$ cat src/rtl/led_anim_seq.sv
// LED animation sequencer: steps a 7-bit frame index through an external pattern ROM
// at (speed+1)*TICK_BASE clocks per frame, with pause, reverse, loop and one-shot play.
module led_anim_seq #(
   parameter int unsigned TICK_BASE = 1000000
) (
   input  logic       clk,
   input  logic       rst,
   input  logic       start,
   input  logic       stop,
   input  logic       pause,
   input  logic       dir,
   input  logic       loop,
   input  logic [3:0] speed,
   input  logic [1:0] pat_in,
   input  logic [6:0] rom_data,
   output logic [6:0] frame,
   output logic [1:0] pat_sel,
   output logic [6:0] led,
   output logic       busy,
   output logic       done
);

   localparam int unsigned   PW        = (TICK_BASE > 1) ? $clog2(TICK_BASE) : 1;
   localparam logic [PW-1:0] PRESC_MAX = PW'(TICK_BASE - 1);

   typedef enum logic [1:0] {IDLE, RUN, PAUSE, DONE} state_t;

   state_t        state_q;
   logic [PW-1:0] presc_q, presc_d;
   logic [3:0]    step_q, step_d;
   logic [3:0]    speed_q;
   logic [6:0]    frame_q, frame_d;
   logic [6:0]    led_q;
   logic [1:0]    pat_sel_q;
   logic          dir_q, loop_q;
   logic          busy_q, done_q;
   logic          base_tick, adv, at_end;

   // Timing chain and candidate next frame; only committed by the FSM while in RUN.
   always_comb begin
      base_tick = (presc_q == PRESC_MAX);
      presc_d   = base_tick ? '0 : presc_q + 1'b1;
      adv       = base_tick && (step_q == speed_q);
      if (adv)
         step_d = '0;
      else if (base_tick)
         step_d = step_q + 1'b1;
      else
         step_d = step_q;
      at_end  = dir_q ? (frame_q == 7'h00) : (frame_q == 7'h7F);
      frame_d = dir_q ? frame_q - 1'b1 : frame_q + 1'b1;
   end

   always_ff @(posedge clk) begin
      if (rst) begin
         state_q   <= IDLE;
         frame_q   <= '0;
         pat_sel_q <= '0;
         led_q     <= '1;
         busy_q    <= 1'b0;
         done_q    <= 1'b0;
         presc_q   <= '0;
         step_q    <= '0;
         dir_q     <= 1'b0;
         loop_q    <= 1'b0;
         speed_q   <= '0;
      end else begin
         done_q <= 1'b0;
         led_q  <= (state_q == RUN || state_q == PAUSE) ? rom_data : 7'h7F;
         if (stop) begin
            state_q <= IDLE;
            busy_q  <= 1'b0;
         end else if (start) begin
            dir_q     <= dir;
            loop_q    <= loop;
            speed_q   <= speed;
            pat_sel_q <= pat_in;
            frame_q   <= dir ? 7'h7F : 7'h00;
            presc_q   <= '0;
            step_q    <= '0;
            state_q   <= RUN;
            busy_q    <= 1'b1;
         end else begin
            unique case (state_q)
               RUN: begin
                  presc_q <= presc_d;
                  step_q  <= step_d;
                  // One-shot end: frame holds its final index and the done pulse wins over pause.
                  if (adv && at_end && !loop_q) begin
                     state_q <= DONE;
                     busy_q  <= 1'b0;
                     done_q  <= 1'b1;
                  end else begin
                     if (adv)
                        frame_q <= frame_d;
                     if (pause)
                        state_q <= PAUSE;
                  end
               end
               PAUSE: begin
                  if (!pause)
                     state_q <= RUN;
               end
               DONE: begin
                  state_q <= IDLE;
                  busy_q  <= 1'b0;
               end
               default: ;
            endcase
         end
      end
   end

   assign frame   = frame_q;
   assign pat_sel = pat_sel_q;
   assign led     = led_q;
   assign busy    = busy_q;
   assign done    = done_q;

endmodule
$ cat config.mk
export PLATFORM = sky130hd
export DESIGN_NAME = led_anim_seq
export DESIGN_NICKNAME = d
export VERILOG_FILES = /design/src/rtl/led_anim_seq.sv
export SDC_FILE = /design/constraint.sdc
export NUM_CORES = 1
export LEC_CHECK = 0
export ABC_AREA = 0
export CAP_MARGIN = 25
export CORE_ASPECT_RATIO = 1.4
export CORE_MARGIN = 8
export CORE_UTILIZATION = 40
export CTS_CLUSTER_SIZE = 24
export DETAILED_ROUTE_END_ITERATION = 6
export GPL_ROUTABILITY_DRIVEN = 0
export PLACE_DENSITY = 0.71
export SYNTH_ARGS = -nofsm -noshare
export SYNTH_HDL_FRONTEND = slang
export SYNTH_SLANG_ARGS = --single-unit
$ cat constraint.sdc
create_clock -name clk -period 2.5 [get_ports clk]
set_input_delay 0.5 -clock clk [delete_from_list [all_inputs] [get_ports clk]]
set_output_delay 0.5 -clock clk [all_outputs]
set_load 0.1 [all_outputs]
==> results.json, run 1 <==
{
  "num_io_pins": 38,
  "cts_buffer_depth": 2,
  "total_power_w": 0.00181,
  "nNetsFinal": 380,
  "regArea_um2": 1000,
  "cts.repair.resized": 0,
  "met1_length_um": 2210,
  "final_core_util_pct": 50.8,
  "clock_latency_ns": 0.30,
  "finalSetupViolCount": 0,
  "cts_setup_buffers": 0,
  "report.final.slew_viol_count": 0,
  "vdd_drop_max_uv": 288,
  "synth_nets": 332,
  "cts_buffers": 5,
  "place_area_um2": 2990,
  "drc": 0,
  "hold_buffers": 0,
  "io_buffers": 37,
  "hp-class": "reg -> reg",
  "drive_above_1_share_pct": 14.9,
  "drv_cap": 0,
  "antenna_found_initial": 0,
  "multiInputGateArea_um2": 1430,
  "drt_first_pass_iters": 4,
  "route.final.wire_length_um": 5860,
  "overflow": 0,
  "die_w_um": 83.1,
  "grt_pass1_wl_um": 10200,
  "grt.total_usage_pct": 13.3,
  "dpl.hpwl_um": 4520,
  "place_ws_ns": 0.197,
  "highest_layer": "met4",
  "synthArstFlopShare_pct": 0,
  "root_buffer": "clkbuf_8",
  "synthDistinctLibCells": 47,
  "rsz0062_at_grt": "no",
  "ant_nets": 0,
  "max_freq_mhz": 445,
  "synth_area_um2": 2520,
  "worst_slack_ns": 0.251,
  "hold_viol": 0,
  "syn2layout_area_growth_pct": 24.3,
  "synth_top_cell_area_share_pct": 39.7,
  "coreArea_um2": 6170,
  "row_count": 34,
  "num_antenna_cells": 0,
  "routedWlPerCell_um": 13.9,
  "synth_largest_area_cell": "dfxtp_1",
  "final_area_um2": 3130,
  "initial_core_util_pct": 40.8,
  "status": "complete, no violations",
  "ys_seq_area_share_pct": 39.7,
  "finalClockSkew_ns": 0.0106,
  "fin_setup_tns_ns": 0,
  "critPathCaptureType": "flip-flop",
  "synthCells": 300,
  "cts_tree": "done",
  "drtIter0Drc": 78,
  "min_from": "pat_sel[0]$_SDFFE_PP0P_",
  "dr_wl_met2_um": 3350,
  "period_share_pct": 90.0,
  "ys_ff_latch": 50,
  "p_per_area_nw_per_um2": 579,
  "max_slew.worst_pin.slew_ns": 0.529,
  "vias": 2217,
  "wl_met3_um": 180,
  "p_leak_nw": 1.17,
  "yosysMostFrequentCell": "dfxtp_1",
  "cp_data_required_time_ns": 2.66,
  "grt_max_degree": 22,
  "die_h_um": 110,
  "yosys_warnings": 0,
  "slew_headroom_pct": 64.7,
  "fin_crit_ns": 2.25,
  "cts_max_level": 2,
  "cp-start-kind": "flip-flop",
  "ys.flop_type": "dfxtp_1",
  "critPathLaunch": "presc_q[10]$_SDFFE_PP0P_",
  "arrival_ns": 2.41,
  "clk_pin_slew_ns": 0.09,
  "synth_area_leaders": "dfxtp_1, ha_1, nand2_1, nor2_1, xor2_1",
  "cp_max_fo": 5,
  "grt_pass1_vias": 2299,
  "worstReg2RegStart": "presc_q[10]$_SDFFE_PP0P_",
  "n_fill_cell": 584,
  "avgViaCountPerCell": 5.27,
  "clkSinkCount": 50,
  "synth_edf_count": 0,
  "syn_avg_cell_area_um2": 8.40,
  "synth.top_cells.by_count": "dfxtp_1, nand2_1, nor2_1",
  "critical_path_class": "reg -> reg",
  "die_area_um2": 9130
}
-- cell type report --
cell class                      instances  area share (%)
Clock inverter                          2            1.92
Clock buffer                            6            2.64
Tap cell                               72            2.88
Multi-Input combinational cell        226            45.5
Sequential cell                        50            32.0
Inverter                               17            2.04
Timing Repair Buffer                   48            13.0
-- worst paths after layout --
kind                             end  slack, ns  cells past startpoint
max            frame[5]$_SDFFE_PP0P_       0.25                      6
min          pat_sel[0]$_SDFFE_PP0P_       0.47                      2
max reg2reg    frame[5]$_SDFFE_PP0P_       0.25                      6
min reg2reg  pat_sel[0]$_SDFFE_PP0P_       0.47                      2
-- metal layers --
metal  GRT usage, %  vias up
li1               -     1127
met1           12.3     1048
met2           27.0       32
met3           2.89       10
met4           5.92        0
met5              0        -
-- per-stage QoR --
stage / cells / hold slack (ns)
2_1_floorplan: 300 / 0.446
3_3_place_gp: 413 / 0.449
3_5_place_dp: 413 / 0.459
4_1_cts: 421 / 0.473
5_1_grt: 421 / 0.484
6_report: 421 / 0.473
-- where the power goes --
part	internal, W	total (W)	switching, W
clock network	0.000427	0.000688	0.000262
logic	0.000102	0.000286	0.000184
registers	0.000817	0.000840	0.0000227
total	0.00135	0.00181	0.000468
-- placed cells by master, fill, tap and decap left out, drive strengths merged, types with 3 or more instances in the layout --
cell type,instances
nor3,12
nand4,7
dfxtp,50
nand2,35
or3,4
nor2b,4
nand2b,13
o21bai,3
xor2,15
a31oi,5
o21ai,6
inv,17
or2,5
nand3,6
nor4,6
clkbuf,6
a211oi,5
clkdlybuf4s50,19
xnor2,12
a221oi,4
a21oi,13
ha,11
buf,29
nor2,35
-- state kept, by name (all words and copies together) (netlist names) --
name     flops
state_q      2
speed_q      4
loop_q       1
led          7
pat_sel      2
step_q       4
frame        7
done         1
presc_q     20
busy         1
dir_q        1
-- worst max-delay path, stage by stage (launching register included) --
cell and delay, ns:
dfxtp_1 0.34, or4_1 0.53, nor3_2 0.25, and3_2 0.25, nand3b_2 0.10, a21oi_1 0.47, a221oi_1 0.18
-- cell families (layout without fill, tap and decap cells) --
kind of cell / count (synthesis) / count (layout) / share of synthesized area (%)
xor gates and xnor gates: 27 / 27 / 9.39
adders and majority gates: 12 / 12 / 6.26
and+or+nand+nor: 138 / 138 / 27.6
muxes: 3 / 3 / 1.29
AOI/OAI and AO/OA: 46 / 46 / 12.1
buffers and inverters: 24 / 73 / 3.68
DFF: 50 / 50 / 39.7
(Power assumes the default switching activity.)
==> run 2: changes to the inputs <==
Settings changed: ABC_AREA 0 to 1, PLACE_DENSITY 0.71 to 0.7, SLEW_MARGIN set to 20, TNS_END_PERCENT set to 1.
==> run 2 against run 1 <==
Register-to-register slack better by 0.32 ns. Final cell count up 26%. Utilization shrank 1.5 points. Count of clock-buffer cells in the layout shrank 1. Hold slack improved by 0.021 ns. Non-clock buffer count is 5 lower. Power decreased by 1.3%. Final area grew 7.7%. Combinational power is 3% lower. Synthesized cell count is 30% higher. Sequential cell count is the same. Area after synthesis grew 9.8%.
==> results.json, run 2 <==
{
  "status": "complete, no violations",
  "path_depth": 9,
  "coreArea_um2": 6850,
  "hold_buffers": 0,
  "cts_max_level": 2,
  "avgViaCountPerCell": 4.93,
  "grt_pass1_vias": 2527,
  "clock_latency_ns": 0.30,
  "cts_buffer_depth": 2,
  "finalClockSkew_ns": 0.00987,
  "die_area_um2": 9870,
  "critPathTopFamily": "buffers and inverters",
  "grt_max_degree": 17,
  "drt_first_pass_iters": 4,
  "cts.repair.resized": 0,
  "report.final.slew_viol_count": 0,
  "overflow": 0,
  "arrival_ns": 2.24,
  "intPower_w": 0.00131,
  "root_buffer": "clkbuf_8",
  "cp_max_fo": 5,
  "largest_register_ffs": 20,
  "dpl.hpwl_um": 5370,
  "syn2layout_area_growth_pct": 22.0,
  "fin_crit_ns": 2.04,
  "cp-start-kind": "primary input",
  "drive_above_1_share_pct": 14.9,
  "grt.total_usage_pct": 13.8,
  "io_buffers": 37,
  "grtUsageMet1_pct": 13.7,
  "clk_pin_slew_ns": 0.09,
  "route.final.wire_length_um": 6770,
  "pwr-share-seq_pct": 46.7,
  "synthArstFlopShare_pct": 0,
  "fin_setup_tns_ns": 0,
  "routedWlPerCell_um": 12.7,
  "final_common_cell": "nand2_1",
  "reg2regPathDepth": 10,
  "drtIter0Drc": 90,
  "num_antenna_cells": 0,
  "period_share_pct": 81.4,
  "critPathLaunch": "stop",
  "crit_slowest_cell": "clkdlybuf4s50_1",
  "antenna_found_initial": 0,
  "synthCells": 389,
  "max_slew.worst_pin.slew_ns": 0.430,
  "placed_cells": 523,
  "p_comb_share_pct": 15.4,
  "hold_viol": 0,
  "max_freq_mhz": 491,
  "vdd_drop_max_uv": 332,
  "critPathCaptureType": "flip-flop",
  "grt_use_met3_pct": 2.66,
  "clkSinkCount": 50,
  "critical_path_class": "in -> reg",
  "synth_largest_area_cell": "dfxtp_1",
  "cp_data_required_time_ns": 2.70,
  "synth_top_cell_area_share_pct": 36.2,
  "row_count": 36,
  "p_sw_share_pct": 26.9,
  "synth_area_leaders": "dfxtp_1, nand2_1, nor2_1, inv_1, nand3_1",
  "reg2reg_slack_ns": 0.57,
  "top_register": "presc_q",
  "num_io_pins": 38,
  "synth_area_um2": 2770,
  "use_met2_pct": 26.1,
  "p_sw_w": 0.000481,
  "cts_tree": "done",
  "vias": 2618,
  "stdcell_count": 531,
  "initial_core_util_pct": 40.4,
  "rsz0062_at_grt": "no",
  "cts_setup_buffers": 0,
  "slew_headroom_pct": 71.2,
  "synth_edf_count": 0,
  "p_leak_nw": 1.47,
  "ant_nets": 0,
  "synth_nets": 421,
  "finalSetupViolCount": 0,
  "ys_seq_area_share_pct": 36.2,
  "ys.flop_type": "dfxtp_1",
  "slowest_delay_ns": 0.56,
  "synthDistinctLibCells": 38,
  "nNetsFinal": 467,
  "die_w_um": 86.3,
  "synth.top_cells.by_count": "nand2_1, nor2_1, dfxtp_1",
  "worstReg2RegStart": "state_q[1]$_SDFFE_PP0P_",
  "r2r_end": "presc_q[15]$_SDFFE_PP0P_",
  "grt_pass1_wl_um": 11100,
  "drv_cap": 0,
  "die_h_um": 114,
  "yosysMostFrequentCell": "nand2_1",
  "hold_path_depth": 2,
  "crit_buf_inv": 2,
  "clkPwrFrac_pct": 37.9,
  "cts_buffers": 5,
  "syn_avg_cell_area_um2": 7.11,
  "ys_ff_latch": 50,
  "yosys_warnings": 0,
  "grt_most_used_layer": "met2",
  "final_cell_mix": "nand2_1, nor2_1, dfxtp_1, inv_1, nand3_1",
  "crit_end": "presc_q[18]$_SDFFE_PP0P_",
  "p_per_area_nw_per_um2": 531,
  "hp-class": "reg -> reg",
  "drc": 0,
  "path_cells": "clkdlybuf4s50_1, inv_1, o21ai_4, nor3_2, nand2_1, nor2_2, nand3_1, o21ai_1, a21oi_1"
}
run 2: cell types whose count changed after synthesis, moves of 6 or more:
cell	change
a21oi_1	+13
inv_1	+32
nand2_1	+37
nand2b_1	-13
nand3_1	+22
nor2_1	+29
nor4_1	-6
o21ai_0	+16
xnor2_1	-12
xor2_1	-10
run 2: stage by stage:
stage / utilization (%) / power [W] / area, um2 / setup slack, ns / hold slack (ns)
2_1_floorplan: - / 0.00104 / 2770 / 0.131 / 0.455
3_3_place_gp: 47.3 / 0.00113 / 3240 / 0.223 / 0.480
3_5_place_dp: 47.3 / 0.00113 / 3240 / 0.172 / 0.480
4_1_cts: 49.3 / 0.00181 / 3370 / 0.497 / 0.494
5_1_grt: 49.3 / 0.00187 / 3370 / 0.328 / 0.528
6_report: 49.3 / 0.00179 / 3370 / 0.464 / 0.494
run 2: worst reg2reg max path: cells and delay by family (launching register included):
| family | cells | cell delay [ns] |
|---|---|---|
| buffers and inverters | 1 | 0.09 |
| flip-flops | 1 | 0.35 |
| adder cells (fa/ha/maj) | 1 | 0.33 |
| AO/OA/AOI/OAI | 1 | 0.12 |
| AND/OR/NAND/NOR | 7 | 0.94 |
run 2: worst min-delay path by stage:
stage | start | end | slack (ns)
after floorplan | presc_q[13]$_SDFFE_PP0P_ | presc_q[13]$_SDFFE_PP0P_ | 0.45
after global placement | presc_q[13]$_SDFFE_PP0P_ | presc_q[13]$_SDFFE_PP0P_ | 0.48
after detailed placement | presc_q[13]$_SDFFE_PP0P_ | presc_q[13]$_SDFFE_PP0P_ | 0.48
after CTS | presc_q[13]$_SDFFE_PP0P_ | presc_q[13]$_SDFFE_PP0P_ | 0.49
after global routing | presc_q[13]$_SDFFE_PP0P_ | presc_q[13]$_SDFFE_PP0P_ | 0.53
final | presc_q[13]$_SDFFE_PP0P_ | presc_q[13]$_SDFFE_PP0P_ | 0.49
run 2: area by class of cell:
| class | count | area (um2) |
|---|---|---|
| flip-flops and latches | 50 | 1000 |
| repair buffers | 43 | 370 |
| inverters | 52 | 195 |
| fillers | 700 | 3470 |
| clock buffers | 5 | 68.8 |
| clock inverters | 3 | 68.8 |
| well taps | 95 | 119 |
| multi-input cells | 283 | 1550 |
run 2: power by group through the flow:
stage / sequential (W) / clock (W) / combinational, W
2_1_floorplan: 0.000918 / 0 / 0.000121
3_3_place_gp: 0.000853 / 0 / 0.000273
3_5_place_dp: 0.000854 / 0 / 0.000276
4_1_cts: 0.000836 / 0.000698 / 0.000277
5_1_grt: 0.000838 / 0.000726 / 0.000301
6_report: 0.000835 / 0.000679 / 0.000276
run 2: kinds of logic (layout without fill, tap and decap cells):
kind of cell	after synthesis	in the layout	synth area share [%]
simple gates	202	202	35.3
flops	50	50	36.2
fa+ha+maj	12	12	5.70
buf+inv	56	103	7.74
xor+xnor	5	5	1.58
compound gates	64	64	13.4
run 2: routing by layer:
layer  share of wire, %  wire length, um
met4                3.2              215
met3                3.5              239
met5                  0                0
met2                 54             3630
met1                 40             2680
==> run 3: changes to the inputs <==
Settings changed: PLACE_DENSITY 0.7 to 0.73.
Clock period 2.5 ns to 1.7 ns, I/O delays scaled along.
==> run 3 against run 2 <==
Sequential cell count stayed put. Highest routed layer unchanged. Non-clock buffer count grew 48. Final area is 23% higher. Via count up 8.2%.
==> results.json, run 3 (synthesized netlist as in run 2, its figures left out) <==
{
  "status": "complete, no violations",
  "path_cells": "ha_4, nand3_4, inv_2, nand4_1, nor3_2, nand3_2, nand2_4, nand2_1, nand2_1, nor2_1",
  "cp_max_fo": 8,
  "n_fill_cell": 596,
  "antenna_found_initial": 0,
  "routedWlPerCell_um": 12.6,
  "p_sw_share_pct": 30.7,
  "rsz0062_at_grt": "yes",
  "place_ws_ns": -0.285,
  "cts_buffers": 5,
  "final_common_cell": "nand2_1",
  "pwr-share-seq_pct": 49.8,
  "io_buffers": 37,
  "p_per_area_nw_per_um2": 597,
  "top_register": "presc_q",
  "r2r_end": "frame[6]$_SDFFE_PP0P_",
  "route.final.wire_length_um": 7310,
  "cp-start-kind": "flip-flop",
  "reg2regPathDepth": 10,
  "vdd_drop_max_uv": 387,
  "ant_nets": 0,
  "crit_slowest_cell": "dfxtp_2",
  "max_freq_mhz": 595,
  "hold_path_depth": 2,
  "max_slew.worst_pin.slew_ns": 0.285,
  "num_io_pins": 38,
  "worstReg2RegStart": "presc_q[1]$_SDFFE_PP0P_",
  "slowest_delay_ns": 0.36,
  "period_share_pct": 98.9,
  "use_met2_pct": 28.7,
  "final_cell_mix": "nand2_1, nor2_1, buf_4, inv_1, dfxtp_1",
  "die_h_um": 114,
  "slew_headroom_pct": 80.8,
  "num_antenna_cells": 0,
  "clkPwrFrac_pct": 29.4,
  "hold_path_end": "presc_q[13]$_SDFFE_PP0P_",
  "grt_use_met3_pct": 3.23,
  "critPathCaptureType": "flip-flop",
  "finalClockSkew_ns": 0.0162,
  "path_depth": 10,
  "root_buffer": "clkbuf_8",
  "initial_core_util_pct": 40.4,
  "drv_cap": 0,
  "largest_register_ffs": 20,
  "report.final.slew_viol_count": 0,
  "hold_buffers": 0,
  "die_w_um": 86.3,
  "avgViaCountPerCell": 4.89,
  "cts_tree": "done",
  "clkSinkCount": 50,
  "hold_viol": 0,
  "p_sw_w": 0.000758,
  "intPower_w": 0.00171,
  "whs_ns": 0.476,
  "reg2reg_slack_ns": 0.02,
  "vias": 2833,
  "coreArea_um2": 6850,
  "crit_buf_inv": 1,
  "fin_crit_ns": 1.68,
  "critPathMostFrequentCell": "nand2_1",
  "grt_pass1_vias": 2744,
  "drc": 0,
  "clk_pin_slew_ns": 0.11,
  "arrival_ns": 1.91,
  "critPathTopFamily": "simple AND/OR/NAND/NOR gates",
  "min_from": "presc_q[13]$_SDFFE_PP0P_",
  "drt_first_pass_iters": 5,
  "cts_max_level": 2,
  "syn2layout_area_growth_pct": 49.9,
  "die_area_um2": 9870,
  "grt_pass1_wl_um": 12100,
  "clock_latency_ns": 0.32,
  "grt_most_used_layer": "met2",
  "hp-class": "reg -> reg",
  "dpl.hpwl_um": 5650,
  "row_count": 36,
  "grt.total_usage_pct": 15.2,
  "nNetsFinal": 515,
  "p_leak_nw": 1.80,
  "grtUsageMet1_pct": 15.3,
  "worst_slack_ns": 0.0194,
  "p_comb_share_pct": 20.9,
  "grt_max_degree": 18,
  "finalSetupViolCount": 0,
  "drive_above_1_share_pct": 32.4,
  "cp_data_required_time_ns": 1.93,
  "cts_buffer_depth": 2,
  "overflow": 0,
  "drtIter0Drc": 90,
  "critical_path_class": "reg -> reg"
}
run 3: cell types whose count changed in the layout (fill, tap and decap cells not counted), moves of 4 or more:
cell	delta
inv_1	-5
nand2_1	-7
buf_4	+24
ha_1	-4
dfxtp_1	-12
buf_12	+20
nand2_2	+6
buf_6	+4
dfxtp_2	+5
nor2_1	-4
nand3_2	+5
nand3_1	-7
inv_2	+4
dfxtp_4	+7
run 3: worst register-to-register path: stages, from the launching register on:
cell and delay (ns):
dfxtp_2 0.36, ha_4 0.15, nand3_4 0.08, inv_2 0.08, nand4_1 0.13, nor3_2 0.26
nand3_2 0.21, nand2_4 0.18, nand2_1 0.06, nand2_1 0.06, nor2_1 0.04
run 3: final cells by class:
type	count	area, um2	share of cell area, %
clock buffers	5	68.8	1.66
clock inverters	3	25.0	0.604
inverters	52	199	4.80
multi-input cells	283	1700	41.1
flip-flops and latches	50	1030	24.9
well taps	95	119	2.87
repair buffers	91	996	24.0
run 3: worst max-delay path by stage:
stage / slack (ns) / startpoint / endpoint
after floorplan: 0.009 / frame[1]$_SDFFE_PP0P_ / frame[6]$_SDFFE_PP0P_
after CTS: -0.02 / presc_q[0]$_SDFFE_PP0P_ / frame[0]$_SDFFE_PP0P_
after global placement: -0.21 / stop / presc_q[17]$_SDFFE_PP0P_
after global routing: -0.10 / presc_q[1]$_SDFFE_PP0P_ / frame[5]$_SDFFE_PP0P_
after detailed placement: -0.29 / start / presc_q[16]$_SDFFE_PP0P_
final: 0.02 / presc_q[1]$_SDFFE_PP0P_ / frame[6]$_SDFFE_PP0P_
run 3: through the flow:
step           instance area [um2]  total power [W]  setup TNS [ns]  util, %  cells
2_1_floorplan                 2800          0.00153               0        -    389
3_3_place_gp                  3840          0.00174           -5.28     56.2    566
3_5_place_dp                  3840          0.00175           -6.80     56.2    566
4_1_cts                       4010          0.00249         -0.0491     58.6    577
5_1_grt                       4140          0.00259           -1.02     60.5    579
6_report                      4140          0.00247               0     60.5    579
run 3: timing repair:
action,4_1_cts,5_1_grt
resized for setup,13,31
pin swaps,5,11
setup buffers,3,2
setup endpoints to repair,16,30
run 3: per-layer routing:
metal | vias up | wire (um)
li1 | 1451 | -
met1 | 1324 | 2860
met2 | 45 | 4020
met3 | 13 | 242
met4 | 0 | 191
met5 | - | 0
run 3: power groups by stage:
stage / combinational (W) / clock, W / sequential, W
after floorplan: 0.000180 / 0 / 0.00135
after global placement: 0.000488 / 0 / 0.00125
after detailed placement: 0.000495 / 0 / 0.00125
after CTS: 0.000505 / 0.000752 / 0.00123
after global routing: 0.000554 / 0.000804 / 0.00124
final: 0.000516 / 0.000726 / 0.00123
